`src/rtl/deser400_gate_stat_if.sv`:
```
// ---------------------------------------------------------------------------
// deser400_gate_stat_if
// Bundles the gate/strobe inputs and the latched-result outputs of the
// deser400 gate statistics block.
//   master : drives sync, gate, evt, err, rd; observes results
//   slave  : the statistics block itself
//   sync       clock enable for every state update
//   gate       measurement window, high = open
//   evt / err  one-cycle event / error strobes
//   rd         readout acknowledge, clears ready and overrun
//   evt_count / err_count / win_len  results of the last completed window
//   ready      new result available
//   overrun    sticky, a window completed while ready was still set
// ---------------------------------------------------------------------------
interface deser400_gate_stat_if #(
    parameter int CNT_WIDTH = 16,
    parameter int LEN_WIDTH = 24
);
    logic                 sync;
    logic                 gate;
    logic                 evt;
    logic                 err;
    logic                 rd;
    logic [CNT_WIDTH-1:0] evt_count;
    logic [CNT_WIDTH-1:0] err_count;
    logic [LEN_WIDTH-1:0] win_len;
    logic                 ready;
    logic                 overrun;

    modport master (
        output sync, gate, evt, err, rd,
        input  evt_count, err_count, win_len, ready, overrun
    );

    modport slave (
        input  sync, gate, evt, err, rd,
        output evt_count, err_count, win_len, ready, overrun
    );
endinterface

```
`src/rtl/deser400_gate_stat.sv`:
```
// ---------------------------------------------------------------------------
// deser400_gate_stat
// Counts TBM header events and deserializer errors inside a gate window and
// latches the totals plus the window length when the gate closes.
//   clk    : 40 MHz system clock
//   reset  : synchronous, active-high; acts regardless of sync
//   bus    : deser400_gate_stat_if.slave (sync/gate/evt/err/rd in,
//            evt_count/err_count/win_len/ready/overrun out)
// A window that is already open when the block leaves reset is discarded:
// the FSM only arms after it has seen the gate low once.
// ---------------------------------------------------------------------------
module deser400_gate_stat #(
    parameter int CNT_WIDTH = 16,
    parameter int LEN_WIDTH = 24
) (
    input  logic                 clk,
    input  logic                 reset,
    deser400_gate_stat_if.slave  bus
);

    typedef enum logic [1:0] {
        IDLE  = 2'd0,
        ARMED = 2'd1,
        COUNT = 2'd2
    } state_t;

    localparam logic [CNT_WIDTH-1:0] CNT_ONE = {{(CNT_WIDTH-1){1'b0}}, 1'b1};
    localparam logic [LEN_WIDTH-1:0] LEN_ONE = {{(LEN_WIDTH-1){1'b0}}, 1'b1};
    localparam logic [CNT_WIDTH-1:0] CNT_MAX = {CNT_WIDTH{1'b1}};
    localparam logic [LEN_WIDTH-1:0] LEN_MAX = {LEN_WIDTH{1'b1}};

    state_t               state_q, state_d;
    logic [CNT_WIDTH-1:0] evt_cnt_q, evt_cnt_d;
    logic [CNT_WIDTH-1:0] err_cnt_q, err_cnt_d;
    logic [LEN_WIDTH-1:0] len_cnt_q, len_cnt_d;
    logic [CNT_WIDTH-1:0] evt_count_q, evt_count_d;
    logic [CNT_WIDTH-1:0] err_count_q, err_count_d;
    logic [LEN_WIDTH-1:0] win_len_q, win_len_d;
    logic                 ready_q, ready_d;
    logic                 overrun_q, overrun_d;

    logic                 win_start;
    logic                 win_run;
    logic                 win_end;
    logic                 rd_en;

    // Saturating increments: counters stick at all-ones instead of wrapping.
    function automatic logic [CNT_WIDTH-1:0] sat_inc_cnt(
        input logic [CNT_WIDTH-1:0] v,
        input logic                 inc
    );
        if (inc && (v != CNT_MAX)) begin
            return v + CNT_ONE;
        end
        return v;
    endfunction

    function automatic logic [LEN_WIDTH-1:0] sat_inc_len(
        input logic [LEN_WIDTH-1:0] v
    );
        if (v != LEN_MAX) begin
            return v + LEN_ONE;
        end
        return v;
    endfunction

    // FSM state register
    always_ff @(posedge clk) begin
        if (reset) begin
            state_q <= IDLE;
        end else begin
            state_q <= state_d;
        end
    end

    // FSM next-state logic
    always_comb begin
        state_d = state_q;
        if (bus.sync) begin
            case (state_q)
                IDLE:    if (!bus.gate) state_d = ARMED;
                ARMED:   if (bus.gate)  state_d = COUNT;
                COUNT:   if (!bus.gate) state_d = ARMED;
                default: state_d = IDLE;
            endcase
        end
    end

    // FSM outputs: window start, running and end qualifiers
    always_comb begin
        win_start = bus.sync && (state_q == ARMED) && bus.gate;
        win_run   = bus.sync && (state_q == COUNT) && bus.gate;
        win_end   = bus.sync && (state_q == COUNT) && !bus.gate;
        rd_en     = bus.sync && bus.rd;
    end

    // Working counters and result latch
    always_comb begin
        evt_cnt_d   = evt_cnt_q;
        err_cnt_d   = err_cnt_q;
        len_cnt_d   = len_cnt_q;
        evt_count_d = evt_count_q;
        err_count_d = err_count_q;
        win_len_d   = win_len_q;
        ready_d     = ready_q;
        overrun_d   = overrun_q;

        // Counters restart on the first open cycle, so that cycle's
        // strobes count and the length starts at one.
        if (win_start) begin
            evt_cnt_d = {{(CNT_WIDTH-1){1'b0}}, bus.evt};
            err_cnt_d = {{(CNT_WIDTH-1){1'b0}}, bus.err};
            len_cnt_d = LEN_ONE;
        end else if (win_run) begin
            evt_cnt_d = sat_inc_cnt(evt_cnt_q, bus.evt);
            err_cnt_d = sat_inc_cnt(err_cnt_q, bus.err);
            len_cnt_d = sat_inc_len(len_cnt_q);
        end

        // Strobes on the closing cycle are outside the window and dropped.
        if (win_end) begin
            evt_count_d = evt_cnt_q;
            err_count_d = err_cnt_q;
            win_len_d   = len_cnt_q;
        end

        // A latch beats a simultaneous rd: ready stays set, overrun clears.
        if (win_end) begin
            ready_d = 1'b1;
        end else if (rd_en) begin
            ready_d = 1'b0;
        end

        if (rd_en) begin
            overrun_d = 1'b0;
        end else if (win_end && ready_q) begin
            overrun_d = 1'b1;
        end
    end

    always_ff @(posedge clk) begin
        if (reset) begin
            evt_cnt_q   <= '0;
            err_cnt_q   <= '0;
            len_cnt_q   <= '0;
            evt_count_q <= '0;
            err_count_q <= '0;
            win_len_q   <= '0;
            ready_q     <= 1'b0;
            overrun_q   <= 1'b0;
        end else begin
            evt_cnt_q   <= evt_cnt_d;
            err_cnt_q   <= err_cnt_d;
            len_cnt_q   <= len_cnt_d;
            evt_count_q <= evt_count_d;
            err_count_q <= err_count_d;
            win_len_q   <= win_len_d;
            ready_q     <= ready_d;
            overrun_q   <= overrun_d;
        end
    end

    always_comb begin
        bus.evt_count = evt_count_q;
        bus.err_count = err_count_q;
        bus.win_len   = win_len_q;
        bus.ready     = ready_q;
        bus.overrun   = overrun_q;
    end

endmodule

```
`src/flat_wrapper.sv`:
```
// flat-port wrapper written by rule: the top's interface ports become plain ports
module deser400_gate_stat_flat 
#(
    parameter int CNT_WIDTH = 16,
    parameter int LEN_WIDTH = 24
)
  (clk, reset, bus_sync, bus_gate, bus_evt, bus_err, bus_rd, bus_evt_count, bus_err_count, bus_win_len, bus_ready, bus_overrun);
  deser400_gate_stat_if #(.CNT_WIDTH(CNT_WIDTH), .LEN_WIDTH(LEN_WIDTH)) bus_i ();
  input  logic clk;
  input  logic reset;
  input wire logic [$bits(bus_i.sync)-1:0] bus_sync;
  input wire logic [$bits(bus_i.gate)-1:0] bus_gate;
  input wire logic [$bits(bus_i.evt)-1:0] bus_evt;
  input wire logic [$bits(bus_i.err)-1:0] bus_err;
  input wire logic [$bits(bus_i.rd)-1:0] bus_rd;
  output wire logic [$bits(bus_i.evt_count)-1:0] bus_evt_count;
  output wire logic [$bits(bus_i.err_count)-1:0] bus_err_count;
  output wire logic [$bits(bus_i.win_len)-1:0] bus_win_len;
  output wire logic [$bits(bus_i.ready)-1:0] bus_ready;
  output wire logic [$bits(bus_i.overrun)-1:0] bus_overrun;
  assign bus_i.sync = bus_sync;
  assign bus_i.gate = bus_gate;
  assign bus_i.evt = bus_evt;
  assign bus_i.err = bus_err;
  assign bus_i.rd = bus_rd;
  assign bus_evt_count = bus_i.evt_count;
  assign bus_err_count = bus_i.err_count;
  assign bus_win_len = bus_i.win_len;
  assign bus_ready = bus_i.ready;
  assign bus_overrun = bus_i.overrun;
  deser400_gate_stat #(.CNT_WIDTH(CNT_WIDTH), .LEN_WIDTH(LEN_WIDTH)) u_core (.clk(clk), .reset(reset), .bus(bus_i));
endmodule
```
`config.mk`:
```
export PLATFORM = sky130hd
export DESIGN_NAME = deser400_gate_stat_flat
export DESIGN_NICKNAME = d
export VERILOG_FILES = /design/src/rtl/deser400_gate_stat_if.sv /design/src/rtl/deser400_gate_stat.sv /design/src/flat_wrapper.sv
export SDC_FILE = /design/constraint.sdc
export NUM_CORES = 1
export LEC_CHECK = 0
export CAP_MARGIN = 15
export CORE_AREA = 2 2 99 101
export DETAILED_ROUTE_END_ITERATION = 6
export DIE_AREA = 0 0 101 103
export PLACE_DENSITY = 0.78
export SYNTH_ARGS = -nofsm -noshare
export SYNTH_HDL_FRONTEND = slang
export SYNTH_SLANG_ARGS = --single-unit
```
`constraint.sdc`:
```
create_clock -name clk -period 2.1 [get_ports clk]
set_clock_uncertainty 0.05 [all_clocks]
set_input_delay 0.21 -clock clk [delete_from_list [all_inputs] [get_ports clk]]
set_output_delay 0.21 -clock clk [all_outputs]
set_load 0.01 [all_outputs]
```
==> out/results.ini <==
[setup_path]
cp-end-kind = register
crit_family = compound AO/OA/AOI/OAI gates
arrival_ns = 2.31
critical_path.slowest_cell = dfxtp_1
crit_chain = nand4_1, nor3_2, a21o_1, o21ai_0, a21oi_1
start_kind = register
cp_num_buf_inv = 0
cpPeakStageDelay_ns = 0.47
critPathMaxFanout = 13
path_class = register to register
crit_required_ns = 2.49

[cts]
clk_latency_ns = 0.51
clockRootBuffer = clkbuf_8
cts.sinks = 116
hold_buffers = 0
clkSlewWorstSetupHoldPaths_ns = 0.05
htreeDepth = 4
cts_buffer_depth = 2
cts_tree = done
cts-buffers-inserted = 17
cts_setup_buffers = 0
cts_resized = 0

[drt]
firstDrtPassIters = 5
via_per_inst = 5.72
drc = 0
ant_nets = 0
drt_wl_total_um = 12200
routedWlPerCell_um = 15.1
drt_iter0_markers = 264
vias = 4615

[synth]
synthesis.nets = 615
synth_cell_types = 52
synth-edff-count = 0
netlist.area_leader.share_pct = 46.4
syn-instance-count = 605
synth-async-reset-ratio_pct = 0
synth.most_common_cell = nand2_1
ys.flop_type = dfxtp_1
yosys-top-cells-count = nand2_1 (144), dfxtp_1 (116), a21oi_1 (75), nor2_1 (54), xnor2_1 (28)
yosys-top-cells-area = dfxtp_1 (46%), nand2_1 (11%), a21oi_1 (7.5%)
ys_seq_area_share_pct = 46.4
syn_avg_cell_area_um2 = 8.27
ys_ff_latch = 116
syn_area_mm2 = 0.00500
yosysTopAreaCell = dfxtp_1
yosysWarningCount = 0

[timing]
setup_viol = 0
setup_ws_ns = 0.180
period_needed_ns = 1.92
worst_slew_pin_slew_ns = 0.456
fmax_mhz = 521
finalSetupTns_ns = 0
finalCritPeriodShare_pct = 91.4
rsz0062_at_grt = false
slew_headroom_pct = 69.5
hold_violations = 0
hold_ws_ns = 0.150
drv_slew = 0

[finish]
post-route-cell-area_mm2 = 0.00642
syn2layout_area_growth_pct = 28.3
fin_nets = 690
drive_gt1_share_pct = 10.2
instances_no_fill = 807
diodes = 0

[flow_run]
drv_cap = 0

[placed_design]
gp_congestion = 0.892
dpl.hpwl_um = 7870
place_area_mm2 = 0.00587
io_buffers = 64
place_inst = 775
pre_cts_ws_ns = -0.0622

[grt]
grt-ovfl-total = 0
grt_pass1_vias = 4286
antenna_found_initial = 0
grt_usage_pct = 24.5
grt_pass1_wl_um = 20300
grt_max_degree = 50

[floorplanning]
die_y_um = 103
core_area_mm2 = 0.00946
die_area_mm2 = 0.0104
ios = 65
die_w_um = 101
start_util_pct = 52.9
rows = 36

[min_path]
min_path_type = primary input to register

[power_and_ir_drop]
total_leakage_power_nw = 2.15
cellPowerDensity_mw_per_mm2 = 779
peakVddDrop_uv = 500

[run_status]
status = finished, final reports clean

[worst min-delay path: cells and delay by family]
| family | cells | cell delay (ns) |
|---|---|---|
| AO/OA/AOI/OAI | 1 | 0.06 |
| buffers and inverters | 2 | 0.39 |
[layer usage]
metal / GRT usage (%) / up-vias / part of all wire (%)
li1: - / 2249 / -
met1: 30.0 / 2176 / 43
met2: 41.8 / 157 / 50
met3: 6.37 / 33 / 5.7
met4: 9.25 / 0 / 1.9
met5: 0 / - / 0
[area by class of cell]
type,instances,area [µm²]
fillers,717,3040
multi-input cells,451,2520
flip-flops and latches,116,2320
repair buffers,89,861
clock buffers,22,443
well taps,114,143
clock inverters,10,108
inverters,5,18.8
[final timing paths]
check | endpoint | from | slack, ns | cells past startpoint
worst max-delay path | u_core.len_cnt_q[6] | u_core.len_cnt_q[9] | 0.18 | 5
worst min-delay path | u_core.len_cnt_q[0] | reset | 0.15 | 3
worst max register to register | u_core.len_cnt_q[6] | u_core.len_cnt_q[9] | 0.18 | 5
worst min register to register | u_core.bus.win_len[14] | u_core.bus.win_len[14] | 0.40 | 2
[metrics by stage]
stage	util, %	total power [mW]
after floorplan	-	2.31
final	67.8	5.00
after global routing	67.8	5.15
after detailed placement	62.0	2.36
after global placement	62.0	2.35
after CTS	67.8	5.02
[flip-flops by register name, indices dropped and copies added (netlist names)]
register,count
u_core.bus.overrun,1
u_core.bus.win_len,24
u_core.err_cnt_q,16
u_core.len_cnt_q,24
u_core.state_q,2
u_core.bus.err_count,16
u_core.bus.ready,1
u_core.evt_cnt_q,16
u_core.bus.evt_count,16
[power by group]
part | leakage, nW | internal (mW) | switching [mW]
registers | 0.934 | 2.21 | 0.00584
logic | 0.954 | 0.0332 | 0.0651
clock network | 0.265 | 1.71 | 0.985
total | 2.15 | 3.94 | 1.06
[layout by cell type, fill, tap and decap left out, types with 3 or more instances in the layout]
cell type / n
nor4_1: 8
clkdlybuf4s50_1: 63
buf_12: 3
clkbuf_16: 16
a211oi_1: 8
nor3b_1: 3
xor2_1: 9
clkinv_2: 5
clkinvlp_4: 3
clkbuf_1: 4
nand2_1: 144
a31oi_1: 3
nand3_1: 21
and4_1: 6
ha_1: 3
a21oi_1: 75
o21ai_0: 6
nand4b_1: 3
nor3_1: 6
buf_4: 22
mux2i_1: 5
xnor2_1: 28
nor2_1: 54
nand4_1: 20
nor4_2: 3
or3_1: 3
o211ai_1: 3
nand2b_1: 4
dfxtp_1: 116
or4_1: 5
inv_1: 5
[cell families after synthesis]
logic type	synth area share, %
AO/OA/AOI/OAI	11.5
adder cells (fa/ha/maj)	0.751
XOR/XNOR	6.48
multiplexers	1.00
buffers and inverters	3.13
flip-flops	46.4
AND/OR/NAND/NOR	30.7
Power figures use the tool's default switching activity.
